<file path="src/rtl/mem_arbiter_if.sv">
// mem_arbiter_if: requester handshakes and memory-side bus of mem_arbiter
interface mem_arbiter_if #(parameter int ADDR_W = 10, parameter int DATA_W = 16);
  logic cpu_req, cpu_we, cpu_ack, dma_req, dma_we, dma_ack, mem_en, mem_we, busy, owner;
  logic [ADDR_W-1:0] cpu_addr, dma_addr, mem_addr;
  logic [DATA_W-1:0] cpu_wdata, dma_wdata, rdata, mem_wdata, mem_rdata;
  modport slave (
    input cpu_req, cpu_we, cpu_addr, cpu_wdata, dma_req, dma_we, dma_addr, dma_wdata, mem_rdata,
    output cpu_ack, dma_ack, rdata, mem_en, mem_we, mem_addr, mem_wdata, busy, owner
  );
  modport master (
    output cpu_req, cpu_we, cpu_addr, cpu_wdata, dma_req, dma_we, dma_addr, dma_wdata, mem_rdata,
    input cpu_ack, dma_ack, rdata, mem_en, mem_we, mem_addr, mem_wdata, busy, owner
  );
endinterface

</file>
<file path="src/rtl/mem_arbiter.sv">
// mem_arbiter: round-robin CPU/DMA arbiter for a single-port memory with fixed read latency
module mem_arbiter #(
  parameter int ADDR_W = 10,
  parameter int DATA_W = 16,
  parameter int RD_LAT = 3
) (
  input logic clk,
  input logic rst,
  mem_arbiter_if.slave bus
);
  localparam int CW = $clog2(RD_LAT + 1);
  typedef enum logic [1:0] {IDLE, ACCESS, DONE} state_t;
  state_t state, state_nx;
  logic [CW-1:0] cnt;
  logic any_req, pick, pick_we;
  // pick: 1 = DMA; on a tie the requester that did not win last time goes
  always_comb begin
    any_req = bus.cpu_req | bus.dma_req;
    pick = (bus.cpu_req & bus.dma_req) ? ~bus.owner : bus.dma_req;
    pick_we = pick ? bus.dma_we : bus.cpu_we;
    state_nx = state == IDLE ? (any_req ? ACCESS : IDLE) :
               state == ACCESS ? (cnt == '0 ? DONE : ACCESS) : IDLE;
  end
  always_ff @(posedge clk) state <= rst ? IDLE : state_nx;
  assign bus.busy = state != IDLE;
  always_ff @(posedge clk) begin
    if (rst) begin
      cnt <= '0;
      bus.owner <= 1'b1;
      bus.cpu_ack <= 1'b0;
      bus.dma_ack <= 1'b0;
      bus.rdata <= '0;
      bus.mem_en <= 1'b0;
      bus.mem_we <= 1'b0;
      bus.mem_addr <= '0;
      bus.mem_wdata <= '0;
    end else begin
      bus.cpu_ack <= 1'b0;
      bus.dma_ack <= 1'b0;
      if (state == IDLE && any_req) begin
        bus.owner <= pick;
        bus.mem_en <= 1'b1;
        bus.mem_we <= pick_we;
        bus.mem_addr <= pick ? bus.dma_addr : bus.cpu_addr;
        bus.mem_wdata <= pick ? bus.dma_wdata : bus.cpu_wdata;
        cnt <= pick_we ? '0 : CW'(RD_LAT - 1);
      end else if (state == ACCESS) begin
        if (cnt != '0) cnt <= cnt - 1'b1;
        else begin
          bus.mem_en <= 1'b0;
          bus.mem_we <= 1'b0;
          if (!bus.mem_we) bus.rdata <= bus.mem_rdata;
          bus.cpu_ack <= ~bus.owner;
          bus.dma_ack <= bus.owner;
        end
      end
    end
  end
endmodule

</file>
<file path="src/flat_wrapper.sv">
// flat-port wrapper written by rule: the top's interface ports become plain ports
module mem_arbiter_flat 
#(
  parameter int ADDR_W = 10,
  parameter int DATA_W = 16,
  parameter int RD_LAT = 3
)
  (clk, rst, bus_cpu_req, bus_cpu_we, bus_cpu_addr, bus_cpu_wdata, bus_dma_req, bus_dma_we, bus_dma_addr, bus_dma_wdata, bus_mem_rdata, bus_cpu_ack, bus_dma_ack, bus_rdata, bus_mem_en, bus_mem_we, bus_mem_addr, bus_mem_wdata, bus_busy, bus_owner);
  mem_arbiter_if #(.ADDR_W(ADDR_W), .DATA_W(DATA_W)) bus_i ();
  input logic clk;
  input logic rst;
  input wire logic [$bits(bus_i.cpu_req)-1:0] bus_cpu_req;
  input wire logic [$bits(bus_i.cpu_we)-1:0] bus_cpu_we;
  input wire logic [$bits(bus_i.cpu_addr)-1:0] bus_cpu_addr;
  input wire logic [$bits(bus_i.cpu_wdata)-1:0] bus_cpu_wdata;
  input wire logic [$bits(bus_i.dma_req)-1:0] bus_dma_req;
  input wire logic [$bits(bus_i.dma_we)-1:0] bus_dma_we;
  input wire logic [$bits(bus_i.dma_addr)-1:0] bus_dma_addr;
  input wire logic [$bits(bus_i.dma_wdata)-1:0] bus_dma_wdata;
  input wire logic [$bits(bus_i.mem_rdata)-1:0] bus_mem_rdata;
  output wire logic [$bits(bus_i.cpu_ack)-1:0] bus_cpu_ack;
  output wire logic [$bits(bus_i.dma_ack)-1:0] bus_dma_ack;
  output wire logic [$bits(bus_i.rdata)-1:0] bus_rdata;
  output wire logic [$bits(bus_i.mem_en)-1:0] bus_mem_en;
  output wire logic [$bits(bus_i.mem_we)-1:0] bus_mem_we;
  output wire logic [$bits(bus_i.mem_addr)-1:0] bus_mem_addr;
  output wire logic [$bits(bus_i.mem_wdata)-1:0] bus_mem_wdata;
  output wire logic [$bits(bus_i.busy)-1:0] bus_busy;
  output wire logic [$bits(bus_i.owner)-1:0] bus_owner;
  assign bus_i.cpu_req = bus_cpu_req;
  assign bus_i.cpu_we = bus_cpu_we;
  assign bus_i.cpu_addr = bus_cpu_addr;
  assign bus_i.cpu_wdata = bus_cpu_wdata;
  assign bus_i.dma_req = bus_dma_req;
  assign bus_i.dma_we = bus_dma_we;
  assign bus_i.dma_addr = bus_dma_addr;
  assign bus_i.dma_wdata = bus_dma_wdata;
  assign bus_i.mem_rdata = bus_mem_rdata;
  assign bus_cpu_ack = bus_i.cpu_ack;
  assign bus_dma_ack = bus_i.dma_ack;
  assign bus_rdata = bus_i.rdata;
  assign bus_mem_en = bus_i.mem_en;
  assign bus_mem_we = bus_i.mem_we;
  assign bus_mem_addr = bus_i.mem_addr;
  assign bus_mem_wdata = bus_i.mem_wdata;
  assign bus_busy = bus_i.busy;
  assign bus_owner = bus_i.owner;
  mem_arbiter #(.ADDR_W(ADDR_W), .DATA_W(DATA_W), .RD_LAT(RD_LAT)) u_core (.clk(clk), .rst(rst), .bus(bus_i));
endmodule
</file>
<file path="config.mk">
export PLATFORM = sky130hd
export DESIGN_NAME = mem_arbiter_flat
export DESIGN_NICKNAME = d
export VERILOG_FILES = /design/src/rtl/mem_arbiter_if.sv /design/src/rtl/mem_arbiter.sv /design/src/flat_wrapper.sv
export SDC_FILE = /design/constraint.sdc
export NUM_CORES = 1
export LEC_CHECK = 0
export CAP_MARGIN = 10
export CORE_ASPECT_RATIO = 0.9
export CORE_MARGIN = 2
export CORE_UTILIZATION = 35
export CTS_BUF_LIST = sky130_fd_sc_hd__clkbuf_16
export CTS_CLUSTER_SIZE = 40
export DETAILED_ROUTE_END_ITERATION = 8
export PLACE_DENSITY = 0.75
export SYNTH_ARGS = -nofsm -noshare
export SYNTH_HDL_FRONTEND = slang
export SYNTH_SLANG_ARGS = --single-unit
export TNS_END_PERCENT = 5
</file>
<file path="constraint.sdc">
create_clock -name clk -period 2.1 [get_ports clk]
set_clock_uncertainty 0.15 [all_clocks]
set_input_delay 0.42 -clock clk [delete_from_list [all_inputs] [get_ports clk]]
set_output_delay 0.42 -clock clk [all_outputs]
set_load 0.01 [all_outputs]
</file>
==> qor.yml <==
setup_path:
  path_cells: "nor2_4 -> inv_1 -> clkdlybuf4s50_1"
  worstPathArrival_ns: 1.40
  crit_path_top_delay_cell: "clkdlybuf4s50_1"
  path_buf_inv: 2
  path_delay_family: "buffers and inverters"
  slowest_delay_ns: 0.55
  critPathMaxFanout: 10
  critPathRequiredTime_ns: 1.53
  worstSetupEndpointType: "output pin"
  criticalPathCategory: "flip-flop to output pin"
  worst_setup_path_start_kind: "flip-flop"
timing:
  slew_headroom_pct: 57.4
  worst_slack_ns: 0.133
  slew_viol_final: 0
  fin_tns_setup_ns: 0
  fmax_mhz: 508
  hold_slack_ns: 0.296
  setup_viol: 0
  rsz0062_at_grt: "no"
  period_minus_slack_ns: 1.97
  hold_viol_final: 0
  tightest_slew_ns: 0.636
  min_period_over_period_pct: 93.7
yosys:
  synth_compound_area_share_pct: 13.3
  synth-simple-area-share_pct: 17.8
  synth.area.top_cells: "dfxtp_1, mux2i_1, nand2_1"
  syn_area_per_cell_um2: 9.08
  yosysTopAreaCell: "dfxtp_1"
  synth_top_family_by_area: "simple AND/OR/NAND/NOR gates"
  ys_seq_area_share_pct: 48.7
  synth_xor_area_share_pct: 0.417
  synth-adder-area-share_pct: 1.19
  syn_area_mm2: 0.00210
  synth_nets: 307
  synth_cell_types: 35
  synth_top_area_share_pct: 48.7
  yosys_warnings: 0
  synth_seq_cells: 51
  syn_inst: 231
  synth.area.mux_share_pct: 12.9
placed_design:
  place_ws_ns: 0.0493
  hpwl_um: 4150
  gp_congestion: 0.748
  io_buffer_count: 121
clocking:
  cts_made_buffers: 5
  clk_pin_slew_ns: 0.06
  cts.hold.buffers_added: 0
  clock-sinks: 51
  cts_root_buffer: "clkbuf_16"
  cts_buffer_depth: 2
  htree_levels: 2
  cts_tree: "done"
  clock_latency_ns: 0.28
floorplanning:
  die_area_mm2: 0.00663
  std_cell_rows: 26
  initial_core_util_pct: 36.6
  die_x_um: 85.6
  num_io_pins: 122
  die_y_um: 77.5
  core-area_mm2: 0.00573
layout:
  regArea_mm2: 0.00102
  layout-drive-gt1-share_pct: 6.00
  final_util_pct: 62.1
  layout_common_cells: "clkdlybuf4s50_1, nand2_1, dfxtp_1"
  diodes: 0
  multi_input_area_um2: 968
  final_nets: 426
  layout_commonest_cell: "clkdlybuf4s50_1"
  area_growth_pct: 69.5
  fill_cells: 509
drt:
  via_count: 1970
  viasPerCell: 4.69
  wl_per_cell_um: 13.0
  routed_wl_um: 5470
  drt_iter0_drc: 98
  dr.pass1.iters: 4
  postRouteAntennaNets: 0
  drc: 0
grt:
  gr-total-overflow: 0
  grt_pass1_wl_um: 8620
  track_usage_pct: 16.3
  grt_pass1_vias: 1865
  grt_start_max_net_pins: 28
  antenna_found_initial: 0
pwr:
  power_density_mw_per_mm2: 798
  ir_drop_mv: 0.756
  p_leak_nw: 1.32
  finalPower_mw: 2.84
worst_hold_path:
  holdCritPathClass: "flip-flop to flip-flop"
job:
  maxCapViolations: 0
run_status:
  status: "completed"
==> per-stage QoR <==
step | instance area [um2] | cells
finish | 3560 | 420
global route | 3560 | 420
CTS | 3550 | 419
detailed placement | 3380 | 412
global placement | 3380 | 412
floorplan | 2100 | 231
==> logic make-up (layout without fill, tap and decap cells) <==
| family | Yosys count | in the layout |
|---|---|---|
| AOI/OAI and AO/OA | 50 | 50 |
| xor gates and xnor gates | 1 | 1 |
| adders and majority gates | 2 | 2 |
| buffers and inverters | 19 | 138 |
| DFF | 51 | 51 |
| muxes | 27 | 27 |
| and+or+nand+nor | 81 | 81 |
==> registers in the layout (all words and copies together), names as in the netlist <==
| signal | cells |
|---|---|
| u_core.bus.cpu_ack | 1 |
| u_core.bus.mem_wdata | 16 |
| u_core.bus.rdata | 16 |
| u_core.state | 2 |
| u_core.bus.owner | 1 |
| u_core.bus.mem_addr | 10 |
| u_core.bus.mem_we | 1 |
| u_core.bus.dma_ack | 1 |
| u_core.bus.mem_en | 1 |
| u_core.cnt | 2 |
==> synthesized netlist by cell type (all sizes together) <==
cell / n
nor3b: 1
o41ai: 1
nor3: 2
nand3: 1
ha: 2
dfxtp: 51
nor4b: 1
xnor2: 1
a21boi: 1
clkbuf: 4
buf: 12
nor2: 4
nand3b: 4
or3: 1
o21ai: 27
inv: 3
and2: 1
a2bb2oi: 1
nand2: 63
a221o: 1
mux2i: 27
o31ai: 1
nor2b: 1
or2: 1
a21oi: 18
nor4: 1
==> layout make-up <==
type                    instances  area share [%]
clock inverters                 2            1.06
flip-flops and latches         51            28.8
inverters                       3           0.317
multi-input cells             161            27.2
clock buffers                   5            3.52
repair buffers                128            36.6
well taps                      70            2.46
==> worst register-to-register path, cell delays in order (launching register included) <==
cell	delay, ns
dfxtp_1	0.30
inv_1	0.12
ha_1	0.27
nand2_4	0.09
or3_1	0.56
nand2_1	0.16
a21oi_1	0.07
==> worst paths after layout <==
check	slack [ns]	startpoint	depth (start not counted)	to
setup / recovery	0.13	u_core.state[1]$_SDFF_PP0_	3	bus_busy
hold / removal	0.30	u_core.bus.mem_wdata[2]$_SDFFE_PP0P_	2	u_core.bus.mem_wdata[2]$_SDFFE_PP0P_
hold reg to reg	0.30	u_core.bus.mem_wdata[2]$_SDFFE_PP0P_	2	u_core.bus.mem_wdata[2]$_SDFFE_PP0P_
setup reg to reg	0.27	u_core.cnt[0]$_SDFFE_PP0P_	6	u_core.bus.rdata[13]$_SDFFE_PP0P_
==> timing repair <==
| item | CTS | global route |
|---|---|---|
| hold endpoints to repair | 0 | 0 |
| setup endpoints to repair | 1 | 1 |
| setup buffers | 0 | 1 |
| resized for setup | 1 | 1 |
| pin swaps | 0 | 1 |
==> layer usage <==
layer  GRT usage [%]  wire length, um  vias to the layer above
met5               0                0                        -
met4            6.67               89                        0
met3            4.15              409                        8
met2            27.7             2650                       64
met1            19.5             2310                      885
li1                -                -                     1013
==> power by group <==
group          total [mW]  leakage (nW)  switching, mW  internal, mW
registers            1.16         0.420         0.0718          1.09
clock network       0.882        0.0759          0.328         0.555
logic               0.795         0.828          0.339         0.456
(Power assumes the default switching activity.)
